==> src/rtl/apb_gpio_seq.sv <==
// APB-programmable GPIO pattern sequencer: plays an 8-step (value, hold) table once or looped
// and raises a level interrupt when a one-shot sequence completes.
module apb_gpio_seq #(
  parameter int unsigned APB_ADDR_WIDTH = 12
) (
  input  logic                      HCLK,
  input  logic                      HRESET,
  input  logic [APB_ADDR_WIDTH-1:0] PADDR,
  input  logic [31:0]               PWDATA,
  input  logic                      PWRITE,
  input  logic                      PSEL,
  input  logic                      PENABLE,
  output logic [31:0]               PRDATA,
  output logic                      PREADY,
  output logic                      PSLVERR,
  output logic [31:0]               seq_out,
  output logic [31:0]               seq_mask,
  output logic                      seq_busy,
  output logic                      irq
);

  localparam logic [3:0] RegCtrl   = 4'h0;
  localparam logic [3:0] RegStatus = 4'h1;
  localparam logic [3:0] RegMask   = 4'h2;
  localparam logic [3:0] RegIdx    = 4'h3;
  localparam logic [3:0] RegValue  = 4'h4;
  localparam logic [3:0] RegHold   = 4'h5;

  typedef enum logic [0:0] {StIdle, StRun} state_e;

  state_e      state_q, state_d;
  logic [2:0]  step_q, step_d;
  logic [15:0] cnt_q, cnt_d;
  logic [31:0] out_q, out_d;
  logic        done_q, done_d;

  logic [31:0] mask_q;
  logic [2:0]  idx_q;
  logic        loop_q;
  logic [2:0]  last_q;

  logic [31:0] value_q [8];
  logic [15:0] hold_q [8];

  logic [3:0]  reg_sel;
  logic        apb_wr, apb_rd;
  logic        ctrl_start, ctrl_stop, status_rd;
  logic [2:0]  step_nxt;
  logic        unused_paddr;

  assign reg_sel      = PADDR[5:2];
  assign unused_paddr = ^{PADDR[APB_ADDR_WIDTH-1:6], PADDR[1:0]};
  assign apb_wr       = PSEL & PENABLE & PWRITE;
  assign apb_rd       = PSEL & PENABLE & ~PWRITE;
  assign ctrl_start   = apb_wr && (reg_sel == RegCtrl) && PWDATA[0];
  assign ctrl_stop    = apb_wr && (reg_sel == RegCtrl) && PWDATA[1];
  assign status_rd    = apb_rd && (reg_sel == RegStatus);
  assign step_nxt     = step_q + 3'd1;

  assign PREADY   = 1'b1;
  assign PSLVERR  = 1'b0;
  assign seq_out  = out_q;
  assign seq_mask = mask_q;
  assign seq_busy = (state_q == StRun);
  assign irq      = done_q;

  always_ff @(posedge HCLK) begin
    if (HRESET) begin
      mask_q <= 32'd0;
      idx_q  <= 3'd0;
      loop_q <= 1'b0;
      last_q <= 3'd0;
    end else if (apb_wr) begin
      unique case (reg_sel)
        RegCtrl: begin
          loop_q <= PWDATA[2];
          last_q <= PWDATA[6:4];
        end
        RegMask: mask_q <= PWDATA;
        RegIdx:  idx_q  <= PWDATA[2:0];
        default: ;
      endcase
    end
  end

  // Table storage is deliberately left unreset.
  always_ff @(posedge HCLK) begin
    if (apb_wr && (reg_sel == RegValue)) value_q[idx_q] <= PWDATA;
    if (apb_wr && (reg_sel == RegHold))  hold_q[idx_q]  <= PWDATA[15:0];
  end

  always_ff @(posedge HCLK) begin
    if (HRESET) begin
      state_q <= StIdle;
      step_q  <= 3'd0;
      cnt_q   <= 16'd0;
      out_q   <= 32'd0;
      done_q  <= 1'b0;
    end else begin
      state_q <= state_d;
      step_q  <= step_d;
      cnt_q   <= cnt_d;
      out_q   <= out_d;
      done_q  <= done_d;
    end
  end

  always_comb begin
    state_d = state_q;
    step_d  = step_q;
    cnt_d   = cnt_q;
    out_d   = out_q;
    done_d  = done_q;
    // Read-clear first so a completion on the same edge overrides it.
    if (status_rd) done_d = 1'b0;
    if (ctrl_stop) begin
      state_d = StIdle;
    end else if (ctrl_start) begin
      state_d = StRun;
      step_d  = 3'd0;
      out_d   = value_q[0];
      cnt_d   = hold_q[0];
      done_d  = 1'b0;
    end else if (state_q == StRun) begin
      if (cnt_q != 16'd0) begin
        cnt_d = cnt_q - 16'd1;
      end else if (step_q != last_q) begin
        step_d = step_nxt;
        out_d  = value_q[step_nxt];
        cnt_d  = hold_q[step_nxt];
      end else if (loop_q) begin
        step_d = 3'd0;
        out_d  = value_q[0];
        cnt_d  = hold_q[0];
      end else begin
        state_d = StIdle;
        done_d  = 1'b1;
      end
    end
  end

  always_comb begin
    PRDATA = 32'd0;
    unique case (reg_sel)
      RegCtrl:   PRDATA = {25'd0, last_q, 1'b0, loop_q, 2'b00};
      RegStatus: PRDATA = {25'd0, step_q, 2'b00, done_q, seq_busy};
      RegMask:   PRDATA = mask_q;
      RegIdx:    PRDATA = {29'd0, idx_q};
      RegValue:  PRDATA = value_q[idx_q];
      RegHold:   PRDATA = {16'd0, hold_q[idx_q]};
      default:   PRDATA = 32'd0;
    endcase
  end

endmodule

==> config.mk <==
export PLATFORM = sky130hd
export DESIGN_NAME = apb_gpio_seq
export DESIGN_NICKNAME = d
export VERILOG_FILES = /design/src/rtl/apb_gpio_seq.sv
export SDC_FILE = /design/constraint.sdc
export NUM_CORES = 1
export LEC_CHECK = 0
export CORE_UTILIZATION = 30
export CTS_BUF_LIST = sky130_fd_sc_hd__clkbuf_4
export CTS_CLUSTER_DIAMETER = 40
export DETAILED_ROUTE_END_ITERATION = 7
export GPL_TIMING_DRIVEN = 1
export HOLD_SLACK_MARGIN = 0.15
export SKIP_LAST_GASP = 1
export SYNTH_ARGS = -nofsm -noshare
export SYNTH_HDL_FRONTEND = slang
export SYNTH_SLANG_ARGS = --single-unit
==> constraint.sdc <==
create_clock -name HCLK -period 10.9 [get_ports HCLK]
set_input_delay 1.09 -clock HCLK [delete_from_list [all_inputs] [get_ports HCLK]]
set_output_delay 1.09 -clock HCLK [all_outputs]
set_load 0.005 [all_outputs]
After elaboration in Yosys (flattened, before gate mapping) --
Memories as Yosys holds them, arrays and structs flattened. A register that Yosys moved wholly into a read port is not among the register bits. Cells that the tools add are included.
Storage, ports and cells: ROM bits 0, flip-flop bits (word level) 92, memory bits (writable) 384, bits in latches 0, memories 2, input port bits 49
Cells by class: $add $sub $neg 2, bitwise logic cells 5, muxes and demuxes 36, multiply operators 0, magnitude comparators 0, eq/ne operators 7, shift operators 0, reduce and logical (&&, ||, !) cells 17, div/mod/pow operators 0
Memory list:
- value_q | words 8, bits a word 32, read ports 3, clocked after Yosys merged registers in 1, wr ports 1, RTL line 42 | logic [31:0] value_q [8];
- hold_q | words 8, bits a word 16, read ports 3, clocked after Yosys merged registers in 1, wr ports 1, RTL line 43 | logic [15:0] hold_q [8];
Operators with widths (number):
- $pmux W32 S6 | 1
- $mux W32 | 5
- $mux W16 | 5
- $mux W3 | 9
- $mux W1 | 16
- $reduce_bool A16 Y1 | 1
- $sub A16 B1 Y16 const B | 1
- $eq A4 B2 Y1 const B | 2
- $eq A4 B3 Y1 const B | 2
- $logic_and A1 B1 Y1 | 6
- $reduce_and A2 Y1 | 3
- $eq A4 B1 Y1 const B | 1
- $logic_not A4 Y1 | 1
- $reduce_and A4 Y1 | 1
- $reduce_bool A4 Y1 | 1
- $add A3 B1 Y3 const B | 1
- $and A1 B1 Y1 | 3
- $ne A3 B3 Y1 | 1
- $reduce_and A3 Y1 | 1
- $reduce_bool A3 Y1 | 1
- $ne A2 B2 Y1 const B | 1
- $not A1 Y1 | 2
- $reduce_bool A2 Y1 | 1
- $reduce_or A2 Y1 | 1

Longest topological paths before layout --
word-level depth 10, mapped depth 10, gate-level depth less buffers 8

Worst setup path after synthesis --
No wires, ideal clock.
kind input to register, start input port PADDR[2], end memory value_q[0][0], enable pin, data required time 10.439 ns, setup slack 6.190 ns, arrival 4.249 ns, cell stages on the path 5, library setup time 0.461 ns, path through buf_1 -> nor2_1 -> nand2_1 -> or3_1 -> nor3_1
On the way: word-level cells in the longest chain between the ends 4
Ends and longest elaborated chain:
- start, declared | RTL line 8 | input logic [APB_ADDR_WIDTH-1:0] PADDR,
- $eq A4 B3 Y1 | RTL line 88 | if (apb_wr && (reg_sel == RegValue)) value_q[idx_q] <= PWDATA;
- $logic_and A1 B1 Y1 | RTL line 88
- $mux W1 | RTL line 88
- $mux W1 (not written as such) | RTL line 88
- end, declared | RTL line 42
No other way between the ends.

==> flow_metrics.py <==
metrics = {
    "global_routing": {
        "antenna_found_initial": 8,
        "grt_pass1_wl_mm": 91.6,
        "gr-total-overflow": 0,
        "grt_max_degree": 64,
        "grt_pass1_vias": 14200,
        "gr-usage-all-layers_pct": 16.6,
    },
    "timing": {
        "tightest_slew_ns": 1.11,
        "fin_crit_sh_pct": 52.5,
        "period_needed_ns": 5.73,
        "final-setup-viol-count": 0,
        "rsz0062_at_grt": "false",
        "setup_ws_ns": 5.17,
        "hold_viol_final": 0,
        "finalMaxSlewViolations": 0,
        "setup_tns_ns": 0,
        "fin_skew_ns": 0.0665,
        "fmax_ghz": 0.175,
        "slew_headroom_pct": 26.0,
    },
    "synthesis": {
        "synth_cell_types": 59,
        "syn_area_mm2": 0.0220,
        "seq_area_frac_synth_pct": 61.0,
        "yosys_most_used_dff": "edfxtp_1",
        "synth-async-reset-ratio_pct": 0,
        "yosys_warnings": 0,
        "syn_area_per_cell_um2": 16.0,
        "synth_edf_count": 384,
        "syn_inst": 1380,
        "ys_seq_elements": 479,
        "syn_nets": 1432,
    },
    "floorplanning": {
        "die-height_um": 273,
        "ios": 149,
        "rows": 99,
        "die_area_mm2": 0.0745,
        "dieWidth_um": 273,
        "start_util_pct": 30.3,
        "core_area_mm2": 0.0728,
    },
    "place": {
        "pre_cts_ws_ns": 5.96,
        "place_inst": 2400,
        "gp_congestion": 0.834,
        "dp_hpwl_mm": 35.8,
        "postPlaceCellArea_mm2": 0.0245,
        "port_buffers": 138,
    },
    "routing": {
        "route.detailed.drc": 0,
        "drt-wirelength-per-cell_um": 23.6,
        "first_pass_iters": 5,
        "post_drt_via_cell_ratio": 5.33,
        "drt-total-wl_mm": 62.1,
        "vias": 14000,
        "drtAntennaViolNets": 0,
        "drt_iter0_markers": 1273,
    },
    "power": {
        "ir_worst_vdd_mv": 0.0716,
        "finalPower_mw": 3.57,
        "p_per_area_mw_per_mm2": 137,
        "leakage_nw": 7.72,
    },
    "min_path": {
        "holdCritPathClass": "flip-flop to flip-flop",
        "min_to": "seq_out[2]",
        "hp-start": "seq_out[2]",
        "hold_depth": 1,
    },
    "setup_path": {
        "cp_cell_sequence": "buf_4 -> mux4_2 -> mux2i_1 -> nor2_1 -> a21oi_1 -> o21ai_0 -> clkdlybuf4s50_1",
        "r2r_cells": 8,
        "rrSetupSlack_ns": 6.57,
        "worstReg2RegStart": "step_q[0]",
        "critPathArrivalTime_ns": 4.64,
        "crit_fanout": 51,
        "crit_required_ns": 9.81,
        "r2r-end": "seq_out[4]",
        "cp-start-kind": "flip-flop",
        "critPathMaxStageDelay_ns": 1.05,
        "cp_slowest_cell": "dfxtp_4",
        "crit_type": "flip-flop to output port",
        "end_kind": "output port",
    },
    "final_layout": {
        "nets": 1615,
        "finalInstanceArea_mm2": 0.0261,
        "fillers": 6925,
        "syn2layout_area_growth_pct": 18.4,
        "drive_gt1_share_pct": 28.0,
        "fin_cells": 2629,
    },
    "clocking": {
        "cts.clk_slew.worst_paths_ns": 0.07,
        "clk_latency_ns": 0.90,
        "cts.sinks": 479,
        "clock_path_buffers": 3,
        "post_cts_buffers": 0,
        "cts-hold-fix-buffers": 0,
        "ctsHtreeMaxLevel": 3,
        "cts_tree": "built",
        "ctsResizeCount": 0,
        "cts_made_buffers": 120,
        "cts-root-buf": "clkbuf_4",
    },
    "run_status": {
        "status": "finished, final reports clean",
    },
    "flow_run": {
        "cap_viol_max_count": 0,
    },
}
power by group:
part / internal, mW / leakage, nW / switching, mW
Combinational: 0.0282 / 2.56 / 0.0544
Clock: 0.767 / 0.934 / 0.747
Sequential: 1.97 / 4.22 / 0.00274
cells by family (layout without fill, tap and decap cells):
| family | Yosys count | count (layout) | share of synthesized area [%] |
|---|---|---|---|
| fa+ha+maj | 3 | 3 | 0.170 |
| mux | 301 | 301 | 24.6 |
| other cells | 2 | 7 | 0.0341 |
| buf+inv | 109 | 394 | 2.09 |
| flops | 479 | 479 | 61.0 |
| xor+xnor | 14 | 14 | 0.557 |
| compound gates | 203 | 203 | 5.86 |
| simple gates | 269 | 269 | 5.70 |
metrics by stage:
stage	hold slack [ns]	utilization (%)
floorplan	0.456	-
global placement	0.452	33.7
detailed placement	0.451	33.7
CTS	0.470	35.8
global route	0.485	35.8
finish	0.470	35.8
Yosys cell counts (2+ instances only):
cell type | instances | area [µm²]
or4_4 | 2 | 22.5
a221oi_1 | 3 | 26.3
ha_1 | 3 | 37.5
a21oi_1 | 88 | 440
nand2b_1 | 5 | 31.3
xnor2_1 | 5 | 43.8
o211ai_1 | 3 | 22.5
nor3_1 | 19 | 95.1
nor2b_1 | 4 | 25.0
clkbuf_1 | 60 | 225
nor4_4 | 2 | 42.5
nor2_1 | 90 | 338
xor2_1 | 9 | 78.8
o22a_1 | 6 | 52.6
buf_6 | 2 | 22.5
and3_1 | 5 | 31.3
a311oi_1 | 3 | 26.3
buf_1 | 20 | 75.1
mux4_2 | 192 | 4320
nand4_1 | 3 | 18.8
nor4b_1 | 2 | 17.5
inv_1 | 2 | 7.51
buf_2 | 23 | 115
o22ai_1 | 3 | 18.8
o31ai_1 | 2 | 15.0
edfxtp_1 | 384 | 11500
or3_1 | 6 | 37.5
a2111oi_2 | 2 | 30.0
o21ai_0 | 40 | 200
mux2_2 | 8 | 90.1
mux2i_1 | 101 | 1010
a211oi_1 | 3 | 22.5
o2bb2ai_1 | 32 | 280
dfxtp_1 | 95 | 1900
a22oi_1 | 11 | 82.6
conb_1 | 2 | 7.51
nand2_1 | 103 | 387
buf_4 | 2 | 15.0
nand3_1 | 10 | 50.1
nor4_1 | 6 | 37.5
worst max-delay path, delay by kind of cell, from the launching register on:
family                 cells  cell delay, ns
buffers and inverters      2            1.46
and+or+nand+nor            1            0.08
muxes                      2            0.77
AOI/OAI and AO/OA          2            0.37
DFF                        1            1.05
cell usage in the layout (no fill, tap or decap), types with 10 or more instances in the layout:
master,n
o2bb2ai_1,32
mux2i_1,101
nand2_1,102
nand3_1,10
buf_4,30
clkbuf_4,182
nor2_1,84
nor3_1,14
mux4_2,192
a21oi_1,88
clkinv_1,28
o21ai_0,40
edfxtp_1,384
clkdlybuf4s50_1,137
a22oi_1,11
dfxtp_1,91
registers in the layout (all words and copies together) (netlist names), named ones only:
| signal | flops |
|---|---|
| irq | 1 |
| cnt_q | 16 |
| last_q | 3 |
| idx_q | 3 |
| seq_busy | 1 |
| loop_q | 1 |
| seq_mask | 32 |
| seq_out | 32 |
| value_q | 256 |
| hold_q | 128 |
| step_q | 3 |
area by class of cell:
| cell class | count | area (µm²) | area share [%] |
|---|---|---|---|
| Multi-Input combinational cell | 792 | 8260 | 31.6 |
| Antenna cell | 5 | 12.5 | 0.0480 |
| Inverter | 2 | 7.51 | 0.0288 |
| Timing Repair Buffer | 168 | 1600 | 6.14 |
| Tap cell | 959 | 1200 | 4.60 |
| Sequential cell | 479 | 13400 | 51.6 |
| Clock inverter | 42 | 195 | 0.748 |
| Clock buffer | 182 | 1370 | 5.24 |
routing by layer:
metal | global-route usage (%) | up-vias | share of wire, %
met5 | 0 | - | 0.027
met4 | 5.34 | 4 | 2.1
met3 | 3.50 | 96 | 7.0
met2 | 25.9 | 571 | 47
met1 | 23.1 | 7303 | 44
li1 | - | 6028 | -
worst max path at each step:
stage,startpoint,to,slack (ns),cells past startpoint
floorplan,PADDR[2],value_q[0][0],6.19,5
global placement,flip-flop,PRDATA[7],5.94,7
detailed placement,flip-flop,PRDATA[7],5.96,7
CTS,flip-flop,PRDATA[7],4.99,7
global route,flip-flop,PRDATA[7],4.76,7
finish,flip-flop,PRDATA[7],5.17,7
No activity file was read; power rests on OpenSTA's default activity.
